--- config.mk ---
export PLATFORM = sky130hd
export DESIGN_NAME = or1200_wbqueue
export DESIGN_NICKNAME = d
export VERILOG_FILES = /design/src/rtl/or1200_wbqueue.sv
export SDC_FILE = /design/constraint.sdc
export NUM_CORES = 1
export LEC_CHECK = 0
export BUFFER_PORTS_ARGS = -buffer_cell sky130_fd_sc_hd__buf_2
export CORE_MARGIN = 4
export CORE_UTILIZATION = 35
export DETAILED_ROUTE_END_ITERATION = 12
export SKIP_CTS_REPAIR_TIMING = 1
export SYNTH_ARGS = -nofsm -noshare
export SYNTH_HDL_FRONTEND = slang
export SYNTH_SLANG_ARGS = --single-unit
--- constraint.sdc ---
create_clock -name clk -period 8.3 [get_ports clk]
set_input_delay 0.83 -clock clk [delete_from_list [all_inputs] [get_ports clk]]
set_output_delay 0.83 -clock clk [all_outputs]
set_load 0.02 [all_outputs]
--- src/rtl/or1200_wbqueue.sv ---
// or1200_wbqueue
// Write-back queue that sits between the dual-issue write-back mux and a
// register file with a single write port. It accepts up to two writes per
// cycle and drains one per cycle in program order. It also provides a bypass
// lookup over the pending entries.
//
// Ports
//   clk, rst                 clock; synchronous active-low reset
//   wb_freeze                blocks enqueue
//   we1/waddr1/wdata1        pipe-1 (older) write
//   we2/waddr2/wdata2        pipe-2 (younger) write
//   rf_busy                  RF port unavailable; holds the head entry
//   stall                    fewer than two free entries
//   rf_we/rf_addr/rf_data    RF write port (head entry; zero when empty)
//   byp_addr/byp_hit/byp_data  bypass lookup of the youngest pending match
//   count                    occupied entries
module or1200_wbqueue #(
  parameter int DEPTH = 4,
  parameter int AW    = 5,
  parameter int DW    = 32
) (
  input  logic                     clk,
  input  logic                     rst,
  input  logic                     wb_freeze,
  input  logic                     we1,
  input  logic [AW-1:0]            waddr1,
  input  logic [DW-1:0]            wdata1,
  input  logic                     we2,
  input  logic [AW-1:0]            waddr2,
  input  logic [DW-1:0]            wdata2,
  input  logic                     rf_busy,
  output logic                     stall,
  output logic                     rf_we,
  output logic [AW-1:0]            rf_addr,
  output logic [DW-1:0]            rf_data,
  input  logic [AW-1:0]            byp_addr,
  output logic                     byp_hit,
  output logic [DW-1:0]            byp_data,
  output logic [$clog2(DEPTH):0]   count
);

  localparam int PW = $clog2(DEPTH);
  localparam int CW = PW + 1;
  localparam logic [CW-1:0] STALL_AT = CW'(DEPTH - 1);

  logic [AW-1:0] mem_addr [DEPTH];
  logic [DW-1:0] mem_data [DEPTH];
  logic [PW-1:0] head;
  logic [PW-1:0] tail;

  logic          acc;
  logic          v1;
  logic          v2;
  logic          pop;
  logic [CW-1:0] n_enq;
  logic [CW-1:0] n_pop;
  logic [PW-1:0] tail2;
  logic [PW-1:0] idx;

  // stall is decoded from the registered count only, so there is no
  // combinational path from the write requests.
  assign stall = (count >= STALL_AT);
  assign acc   = !wb_freeze && !stall;
  assign pop   = (count != '0) && !rf_busy;
  assign rf_we = pop;

  // r0 writes are dropped; when both pipes hit the same register the older
  // pipe-1 write is dead and is dropped as well.
  always_comb begin
    v1 = acc && we1 && (waddr1 != '0);
    v2 = acc && we2 && (waddr2 != '0);
    if (v1 && v2 && (waddr1 == waddr2)) v1 = 1'b0;
  end

  assign n_enq = {{PW{1'b0}}, v1} + {{PW{1'b0}}, v2};
  assign n_pop = {{PW{1'b0}}, pop};
  assign tail2 = v1 ? tail + PW'(1) : tail;

  // Storage is not reset; every output is masked by count.
  always_ff @(posedge clk) begin
    if (v1) begin
      mem_addr[tail] <= waddr1;
      mem_data[tail] <= wdata1;
    end
    if (v2) begin
      mem_addr[tail2] <= waddr2;
      mem_data[tail2] <= wdata2;
    end
  end

  always_ff @(posedge clk) begin
    if (!rst) begin
      head  <= '0;
      tail  <= '0;
      count <= '0;
    end else begin
      head  <= head + PW'(pop);
      tail  <= tail + n_enq[PW-1:0];
      count <= count + n_enq - n_pop;
    end
  end

  assign rf_addr = (count != '0) ? mem_addr[head] : '0;
  assign rf_data = (count != '0) ? mem_data[head] : '0;

  // Scan from oldest to youngest so the last match wins. The head entry that
  // is being popped this cycle is still visible here.
  always_comb begin
    byp_hit  = 1'b0;
    byp_data = '0;
    idx      = '0;
    for (int i = 0; i < DEPTH; i++) begin
      idx = head + PW'(i);
      if ((CW'(i) < count) && (byp_addr != '0) && (mem_addr[idx] == byp_addr)) begin
        byp_hit  = 1'b1;
        byp_data = mem_data[idx];
      end
    end
  end

endmodule

==> flow_metrics.env <==
export IMPL_synthDistinctLibCells=49
export IMPL_grtUsageMet1=0.2587
export IMPL_p_leak_nw=4.946
export IMPL_vias_per_cell=5.686
export IMPL_boundaryPins=160
export IMPL_clock_root_buffer="clkbuf_16"
export IMPL_clk_pin_slew_ns=0.06
export IMPL_multi_input_area_mm2=0.007586
export IMPL_syn_area_mm2=0.01270
export IMPL_setup_viol=0
export IMPL_wl_mm=38.69
export IMPL_peakVddDrop_uv=135.1
export IMPL_grt_max_degree=123
export IMPL_syn_inst=1221
export IMPL_insertion_delay_ns=0.42
export IMPL_cp_end_kind="primary output"
export IMPL_cts_tree="done"
export IMPL_tightest_slew_ns=1.258
export IMPL_syn2layout_area_growth_pct=12.77
export IMPL_synth_edff_count=148
export IMPL_rows=69
export IMPL_ant_nets=0
export IMPL_crit_fanout=47
export IMPL_ys_ff_latch=155
export IMPL_final_cells=1770
export IMPL_dp_cells=1736
export IMPL_critPathArrivalTime_ns=4.76
export IMPL_power_density_mw_per_mm2=266.5
export IMPL_whs_ns=0.6956
export IMPL_critical_path_class="flop to primary output"
export IMPL_use_met3=0.02930
export IMPL_drv_slew=0
export IMPL_worst_slack_ns=2.707
export IMPL_cts_inserted_buffers=17
export IMPL_grt_antenna_before_repair=4
export IMPL_min_from="count[2]$_SDFF_PN0_"
export IMPL_wl_per_cell_um=21.86
export IMPL_fin_setup_tns_ns=0
export IMPL_hold_class="flop to flop"
export IMPL_via_count=10070
export IMPL_busiest_layer="met2"
export IMPL_grt_pass1_wl_mm=58.39
export IMPL_crit_start="head[1]$_SDFF_PN0_"
export IMPL_max_cap_violations=0
export IMPL_num_fill_cells=3491
export IMPL_outcome="finished, final reports clean"
export IMPL_slew_headroom=0.1584
export IMPL_port_buffers=159
export IMPL_finalHoldViolCount=0
export IMPL_track_usage=0.1916
export IMPL_syn_area_per_cell_um2=10.40
export IMPL_fin_nets=1390
export IMPL_drc=0
export IMPL_max_freq_mhz=178.8
export IMPL_overflow=0
export IMPL_dp_slack_ns=3.135
export IMPL_synthFlopType="edfxtp_1"
export IMPL_cts_buffer_depth=2
export IMPL_drtIter0Drc=977
export IMPL_critical_path_startpoint_type="flop"
export IMPL_period_share=0.6739
export IMPL_drt_pre_antenna_iters=5
export IMPL_dp_hpwl_mm=23.05
export IMPL_fp_coreArea_mm2=0.03566
export IMPL_drive_gt1_frac=0.3936
export IMPL_ctsHtreeMaxLevel=4
export IMPL_syn_nets=1317
export IMPL_clock_sinks=155
export IMPL_start_util=0.3562
export IMPL_die_height_um=198.5
export IMPL_use_met2=0.3287
export IMPL_async_flop_share=0
export IMPL_grt_pass1_vias=9944
export IMPL_die_x_um=198.5
export IMPL_gp_congestion=0.7875
export IMPL_seq_area_mm2=0.004592
export IMPL_fin_worst_skew_ns=0.01365
export IMPL_dieArea_mm2=0.03940
export IMPL_rsz0062_at_grt="no"
export IMPL_fin_crit_ns=5.593
export IMPL_synth_warnings=0
export IMPL_worst_ep_required_time_ns=7.47
export IMPL_r2r_start="count[2]$_SDFF_PN0_"
export IMPL_ys_seq_area_frac=0.3610
## where the power goes
group / switching, W / internal, W
registers: 0.000109 / 0.000989
clock network: 0.000338 / 0.000474
logic: 0.00121 / 0.000699
## layout make-up
class	count	area share
antenna	3	0.0005242
clock buffer	17	0.02970
tap	461	0.04028
sequential	155	0.3206
timing repair buffer	176	0.06448
inverter	11	0.002883
multi-input combinational	933	0.5297
clock inverter	14	0.01179
## layer usage
metal / up-vias / wire [µm]
met5: - / 7
met4: 2 / 601
met3: 35 / 2395
met2: 378 / 18810
met1: 4889 / 16880
li1: 4761 / -
## cell usage in the layout (no fill, tap or decap), types with 12 or more instances in the layout
master,count
a21oi_1,66
mux4_2,12
xnor2_1,16
buf_4,17
mux2_2,241
o2111ai_1,31
nand4_1,33
clkbuf_16,17
mux2i_1,78
buf_2,159
a311o_1,32
nand2_1,100
o31ai_1,32
a211oi_1,32
xor2_1,14
or2_2,34
nor2_1,71
edfxtp_1,148
nand2b_1,35
nor2b_1,35
## per-stage QoR
stage,utilization,power (W),area [µm²]
after detailed placement,0.3848,0.003023,13720
after global routing,0.4017,0.004047,14320
final,0.4017,0.003816,14320
after CTS,0.4014,0.003845,14310
after floorplan,-,0.002475,12700
after global placement,0.3848,0.002987,13720
## logic make-up (layout without fill, tap and decap cells)
group / after synthesis / in the layout / synth area share
simple gates: 344 / 344 / 0.1360
mux: 336 / 336 / 0.3009
compound gates: 212 / 212 / 0.1214
flops: 155 / 155 / 0.3610
buf+inv: 133 / 218 / 0.04867
xor+xnor: 30 / 30 / 0.02069
fa+ha+maj: 11 / 11 / 0.01143
other cells: 0 / 3 / 0
## cell usage after synthesis, types with 2 or more instances
library cell    n  share of area
o31ai_1        32          0.019
inv_1          11         0.0033
o21a_1          2         0.0012
xnor2_1        16          0.011
or3_1           4         0.0020
a21oi_1        70          0.028
nand2b_1       35          0.017
buf_1          14         0.0041
dfxtp_1         7          0.011
edfxtp_1      148           0.35
nand2_1       101          0.030
o21ai_1         2        0.00079
a21o_1          4         0.0024
or4_1           3         0.0018
mux2_1          5         0.0044
mux2i_1        78          0.061
xor2_1         14         0.0097
a311o_1        32          0.025
buf_2          29          0.011
nand4_1        33          0.016
nor2_1         72          0.021
a211o_1         2         0.0014
nand3_1         4         0.0016
mux4_2         12          0.021
and2_1          7         0.0034
clkbuf_1       64          0.019
nor3_1          6         0.0024
mux2_2        241           0.21
and3_1          3         0.0015
or2_2          34          0.017
a211oi_1       32          0.019
nor2b_1        35          0.017
buf_6           7         0.0062
ha_1           10         0.0099
o2111ai_1      31          0.021
buf_4           8         0.0047
## registers in the layout, indices dropped and copies added, names as in the netlist
register  flops
mem_data    128
mem_addr     20
count         3
head          2
tail          2
## worst max-delay path, cell delays in order (launching register included)
cell and delay (ns):
dfxtp_4 0.75, buf_4 0.68, mux4_2 0.42, xnor2_1 0.15, nand2_1 0.06, or4_2 1.13
and2_4 0.50, a311o_1 0.44, buf_2 0.17
## worst paths after layout
check                                   end  slack (ns)  depth (start not counted)
setup reg to reg  mem_data[3][21]$_DFFE_PP_        4.88                          8
setup / recovery               byp_data[30]        2.71                          8
hold reg to reg         count[2]$_SDFF_PN0_        0.70                          2
hold / removal          count[2]$_SDFF_PN0_        0.70                          2
Power figures use the tool's default switching activity.
